File: src/rtl/nv_blkbox_sink_misr.sv
// ============================================================================
// Module  : nv_blkbox_sink_misr
// Brief   : Keep-alive sink that registers all channels and folds them into a
//           MISR signature, readable as a snapshot over a four-phase handshake.
// Revision: 1.0 - initial release
// ============================================================================
`default_nettype none

module nv_blkbox_sink_misr #(
    parameter int               WIDTH = 8,
    parameter int               NCH   = 4,
    parameter int               SIG_W = 16,
    parameter logic [SIG_W-1:0] POLY  = 16'h1021,
    parameter logic [SIG_W-1:0] SEED  = 16'hFFFF
) (
    input  logic                 nvdla_core_clk,
    input  logic                 nvdla_core_rst,
    input  logic                 sink_en,
    input  logic [NCH-1:0]       sink_ch_mask,
    input  logic [NCH*WIDTH-1:0] sink_a,
    output logic [NCH*WIDTH-1:0] sink_b,
    input  logic                 sig_clr,
    output logic [SIG_W-1:0]     sig_out,
    input  logic                 snap_req,
    output logic                 snap_ack,
    output logic [SIG_W-1:0]     snap_sig,
    output logic [15:0]          snap_cnt
);

    typedef enum logic [0:0] {
        ST_IDLE = 1'b0,
        ST_HOLD = 1'b1
    } snap_state_t;

    logic [NCH*WIDTH-1:0] r_b_q;
    logic [SIG_W-1:0]     r_sig_q,      w_sig_d;
    logic [15:0]          r_cnt_q,      w_cnt_d;
    snap_state_t          r_state_q,    w_state_d;
    logic [SIG_W-1:0]     r_snap_sig_q, w_snap_sig_d;
    logic [15:0]          r_snap_cnt_q, w_snap_cnt_d;

    logic [WIDTH-1:0]     w_fold_ch;
    logic [SIG_W-1:0]     w_fold;
    logic [SIG_W-1:0]     w_sig_step;
    logic                 w_sample;

    always_comb begin
        w_fold_ch = '0;
        for (int i = 0; i < NCH; i++) begin
            if (sink_ch_mask[i]) begin
                w_fold_ch = w_fold_ch ^ sink_a[i*WIDTH +: WIDTH];
            end
        end
        w_fold = SIG_W'(w_fold_ch);
    end

    assign w_sample   = sink_en && (sink_ch_mask != '0);
    assign w_sig_step = {r_sig_q[SIG_W-2:0], 1'b0}
                      ^ (r_sig_q[SIG_W-1] ? POLY : '0)
                      ^ w_fold;

    // Clear has priority over a sample presented in the same cycle.
    always_comb begin
        w_sig_d = r_sig_q;
        w_cnt_d = r_cnt_q;
        if (sig_clr) begin
            w_sig_d = SEED;
            w_cnt_d = '0;
        end else if (w_sample) begin
            w_sig_d = w_sig_step;
            if (r_cnt_q != 16'hFFFF) begin
                w_cnt_d = r_cnt_q + 16'd1;
            end
        end
    end

    // Capture uses the pre-edge signature/count, so a same-edge clear is not seen.
    always_comb begin
        w_state_d    = r_state_q;
        w_snap_sig_d = r_snap_sig_q;
        w_snap_cnt_d = r_snap_cnt_q;
        case (r_state_q)
            ST_IDLE: begin
                if (snap_req) begin
                    w_snap_sig_d = r_sig_q;
                    w_snap_cnt_d = r_cnt_q;
                    w_state_d    = ST_HOLD;
                end
            end
            ST_HOLD: begin
                if (!snap_req) begin
                    w_state_d = ST_IDLE;
                end
            end
            default: w_state_d = ST_IDLE;
        endcase
    end

    always_ff @(posedge nvdla_core_clk or posedge nvdla_core_rst) begin
        if (nvdla_core_rst) begin
            r_b_q        <= '0;
            r_sig_q      <= SEED;
            r_cnt_q      <= '0;
            r_state_q    <= ST_IDLE;
            r_snap_sig_q <= '0;
            r_snap_cnt_q <= '0;
        end else begin
            r_b_q        <= sink_a;
            r_sig_q      <= w_sig_d;
            r_cnt_q      <= w_cnt_d;
            r_state_q    <= w_state_d;
            r_snap_sig_q <= w_snap_sig_d;
            r_snap_cnt_q <= w_snap_cnt_d;
        end
    end

    assign sink_b   = r_b_q;
    assign sig_out  = r_sig_q;
    assign snap_ack = (r_state_q == ST_HOLD);
    assign snap_sig = r_snap_sig_q;
    assign snap_cnt = r_snap_cnt_q;

endmodule

`default_nettype wire

File: config.mk
export PLATFORM = sky130hd
export DESIGN_NAME = nv_blkbox_sink_misr
export DESIGN_NICKNAME = d
export VERILOG_FILES = /design/src/rtl/nv_blkbox_sink_misr.sv
export SDC_FILE = /design/constraint.sdc
export NUM_CORES = 1
export LEC_CHECK = 0
export CORE_ASPECT_RATIO = 0.8
export CORE_MARGIN = 4
export CORE_UTILIZATION = 45
export CTS_BUF_LIST = sky130_fd_sc_hd__clkbuf_16
export CTS_CLUSTER_SIZE = 30
export DETAILED_ROUTE_END_ITERATION = 10
export PLACE_DENSITY_LB_ADDON = 0.12
export SYNTH_ARGS = -nofsm -noshare
export SYNTH_HDL_FRONTEND = slang
export SYNTH_SLANG_ARGS = --single-unit
File: constraint.sdc
create_clock -name nvdla_core_clk -period 3.99 [get_ports nvdla_core_clk]
set_input_delay 0.798 -clock nvdla_core_clk [delete_from_list [all_inputs] [get_ports nvdla_core_clk]]
set_output_delay 0.798 -clock nvdla_core_clk [all_outputs]
set_load 0.03 [all_outputs]
# Word-level counts from Yosys, hierarchy flattened
# Index checks and enable logic that the tools add are counted.
[op_classes]
n_mux = 11
reduce_logical = 6
n_eq_ne = 1
addsub = 1
n_bitwise = 6
[op_table]
columns = ["cell", "n"]
rows = [
  ["$mux 16", 5],
  ["$mux 8", 4],
  ["$xor 8x8->8", 3],
  ["$add 16x1->16 const B", 1],
  ["$ne 16x16->1 const B", 1],
  ["$xor 16x13->16", 1],
  ["$xor 16x8->16", 1],
  ["$mux 13", 1],
  ["$reduce_and 2->1", 2],
  ["$reduce_bool 2->1", 2],
  ["$reduce_bool 4->1", 1],
  ["$logic_and 1x1->1", 1],
  ["$mux 1", 1],
  ["$not 1->1", 1],
]
[totals]
ff_bits = 97
inputBits = 41
elab_cells = 31
output_inout_bits = 81

# Depth between registers and ports, before layout
[depth]
word_depth = 10
ltp_mapped = 7
mapped_depth_nobuf = 5

# Worst setup path before layout
# No wires, ideal clock.
[synth_path]
path_type = "input to register"
startpoint = "in sink_ch_mask[1]"
endpoint = "reg r_cnt_q[2]"
required_ps = 3864
cell_stages = 6
slack_ps = 1743
arrival_ps = 2121
path_buffers = 3
setup_ps = 126
path_cell_list = "buf_4 -> o41a_1 -> buf_6 -> or2_1 -> buf_6 -> a221o_1"
[synth_between]
elab_chain_cells = 4
[synth_rtl]
columns = ["element", "line", "source"]
rows = [
  ["start: declaration", "19", "input logic [NCH-1:0] sink_ch_mask,"],
  ["$reduce_bool 4->1", "57", "assign w_sample = sink_en && (sink_ch_mask != '0);"],
  ["$logic_and 1x1->1", "57", ""],
  ["$reduce_bool 2->1 (no line)", "n/a", ""],
  ["$reduce_and 2->1 (no line)", "n/a", ""],
  ["end signal: assignment", "110", "r_cnt_q <= w_cnt_d;"],
  ["end: declaration", "37", "logic [15:0] r_cnt_q, w_cnt_d;"],
]
# No other way between the ends.
# A chain may end at the register's enable or synchronous reset.

# Worst setup path after layout
# Same ends and word-level chain as after synthesis.

==> results.yml <==
run_status:
  outcome: "finished clean"
timing:
  slew_violations: 0
  layout_worst_path_cycle_share_pct: 66.52
  finalSetupViolCount: 0
  finalHoldViolations: 0
  skew_ns: 0.005190
  tightest_slew_ns: 1.085
  relSlewSlack_pct: 27.65
  totalNegativeSetupSlack_ns: 0
  grt_setup_unrepaired: "no"
  clock.fmax_mhz: 376.8
  fin_crit_ns: 2.654
placed_design:
  routabilityCongestion: 0.7943
  placedInstanceArea_mm2: 0.005426
  dp_hpwl_um: 6971
  portBuffers: 121
route:
  post-route-drc-count: 0
  wl_um: 9565
  ant_nets: 0
  dr.pass1.iters: 4
  wire_per_inst_um: 17.30
  drtIter0Drc: 121
  viasPerCell: 5.224
  vias: 2889
critical_path:
  cp.arrival_ns: 2.87
  cp_cell_sequence: "clkdlybuf4s50_1 -> buf_4 -> o41a_1 -> or2_1 -> a221o_1"
  critical_path.slowest_cell: "o41a_1"
  cp_max_fo: 17
  r2r_cells: 4
  cp_num_cells: 5
  cp-start-kind: "input pin"
  max_stage_delay_ns: 0.57
  worstSetupPathType: "in2reg"
  end_kind: "flip-flop"
  worstPathBufferInverterCount: 2
  cp_top_family: "compound AO/OA/AOI/OAI gates"
  cp.required_ns: 4.21
cts:
  numCtsBuffers: 9
  cts_tree: "built"
  clk_pin_slew_ns: 0.06
  clockRootBuffer: "clkbuf_16"
  cts_resized: 0
  htree_num_levels: 3
  clk_latency_ns: 0.33
  post_cts_buffers: 0
  clock_path_buffers: 2
  postCtsHoldBufs: 0
  clock-sinks: 97
run:
  max_cap_viol_count: 0
logic_synthesis:
  syn_avg_cell_area_um2: 13.08
  yosysMostFrequentCell: "dfrtp_1"
  ys_warn_count: 0
  synth_nets: 358
  synth_ff_type: "dfrtp_1"
  yosysUniqueCellTypes: 44
  synth_top_cell_by_area: "dfrtp_1"
  synth_edf_count: 0
  ys_async_sr_fraction_pct: 100.0
  synth_area_leaders: "dfrtp_1 (49%), dfstp_2 (10%), mux2_2 (9.5%)"
  syn-cell-area_mm2: 0.004133
  seq_area_frac_synth_pct: 59.22
  synth_common_cells: "dfrtp_1 (81), nand2_1 (40), mux2_2 (35)"
  syn_inst: 316
  ys_ff_latch: 97
  synth_top_area_share_pct: 49.05
finish:
  fin_nets: 478
  layout-drive-gt1-share_pct: 17.01
  syn2layout_area_growth_pct: 37.69
  fillerInstances: 714
  stdcell_area_mm2: 0.005690
  antenna_cells: 0
power_and_ir_drop:
  power_density_mw_per_mm2: 405.9
  p_leak_nw: 2.403
  ir_worst_vdd_mv: 0.2677
global_route:
  grt_pass1_vias: 2967
  grt_max_degree: 90
  grt_use_total_pct: 18.96
  grt_first_pass_wirelength_um: 15680
  antenna_found_initial: 0
  grt_overflow: 0
floorplanning:
  die-area_mm2: 0.01079
  die_w_um: 115.1
  die_h_um: 93.72
  num_io_pins: 122
  fp.coreArea_mm2: 0.008708
  start_util_pct: 47.46
  row_count: 30
worst_hold_path:
  hold_class: "reg2reg"
  hold_depth: 2
flip-flops by register name, indices dropped and copies added (netlist names):
register and flops:
r_cnt_q 16, sig_out 16, sink_b 32, snap_ack 1
snap_cnt 16, snap_sig 16
worst paths after layout:
check / from / end / slack [ns]
max in group asynchronous: nvdla_core_rst / snap_sig[8]$_DFFE_PP0P_ / 2.13
max: sink_ch_mask[1] / r_cnt_q[2]$_DFFE_PP0P_ / 1.34
min reg2reg: snap_cnt[2]$_DFFE_PP0P_ / snap_cnt[2]$_DFFE_PP0P_ / 0.48
min in group asynchronous: nvdla_core_rst / sink_b[2]$_DFF_PP0_ / 1.04
min: snap_cnt[2]$_DFFE_PP0P_ / snap_cnt[2]$_DFFE_PP0P_ / 0.48
max reg2reg: r_cnt_q[12]$_DFFE_PP0P_ / r_cnt_q[4]$_DFFE_PP0P_ / 2.00
layout make-up:
cell class,count,area (µm²),area share (%)
flip-flops and latches,97,2447,43.01
clock buffers,9,225.2,3.958
repair buffers,128,1264,22.21
clock inverters,7,38.79,0.6816
multi-input cells,195,1554,27.31
well taps,112,140.1,2.463
inverters,5,21.27,0.3738
tightest hold or removal path: cells and delay by family (launching register included):
| kind | cells | cell delay (ns) |
|---|---|---|
| flops | 1 | 0.34 |
| compound gates | 1 | 0.06 |
| simple gates | 1 | 0.05 |
per-stage QoR:
step / instances / hold slack [ns] / setup slack (ns) / utilization, % / total power, mW
finish: 553 / 0.4828 / 1.336 / 65.34 / 2.310
CTS: 553 / 0.4941 / 1.353 / 65.34 / 2.337
floorplan: 316 / 0.4960 / 0.6848 / - / 1.368
global placement: 537 / 0.4616 / 1.031 / 62.31 / 1.556
global route: 553 / 0.5170 / 1.261 / 65.34 / 2.412
detailed placement: 537 / 0.4795 / 1.014 / 62.31 / 1.564
metal layers:
metal / vias up / routed length, µm / part of all wire [%] / GRT usage (%)
li1: 1345 / - / - / -
met1: 1435 / 4463 / 47 / 26.54
met2: 99 / 4465 / 47 / 29.29
met3: 10 / 525 / 5.5 / 5.151
met4: 0 / 109 / 1.1 / 5.083
met5: - / 0 / 0 / 0
cell usage in the layout, fill, tap and decap left out, types with 5 or more instances in the layout:
cell and count:
inv_1 5, a21oi_1 10, xor2_1 8, dfstp_2 16, mux2_2 35, nor2_1 8, buf_4 7, clkbuf_16 9
xnor3_1 8, nor2b_1 7, nand2_1 40, o22a_1 16, xnor2_1 10, dfrtp_1 81, clkdlybuf4s50_1 121
power breakdown:
group	switching [mW]	leakage [nW]	total [mW]	internal [mW]
sequential	0.0396	1.15	1.09	1.05
clock	0.353	0.125	0.768	0.415
combinational	0.234	1.13	0.451	0.217
logic make-up (layout without fill, tap and decap cells):
family	after synthesis	after routing	share of synthesized area, %
flip-flops	97	97	59.22
AND/OR/NAND/NOR	83	83	10.11
AO/OA/AOI/OAI	46	46	8.447
multiplexers	39	39	10.57
XOR/XNOR	26	26	8.174
buffers and inverters	24	149	3.179
adder cells (fa/ha/maj)	1	1	0.3027
(Power assumes the default switching activity.)
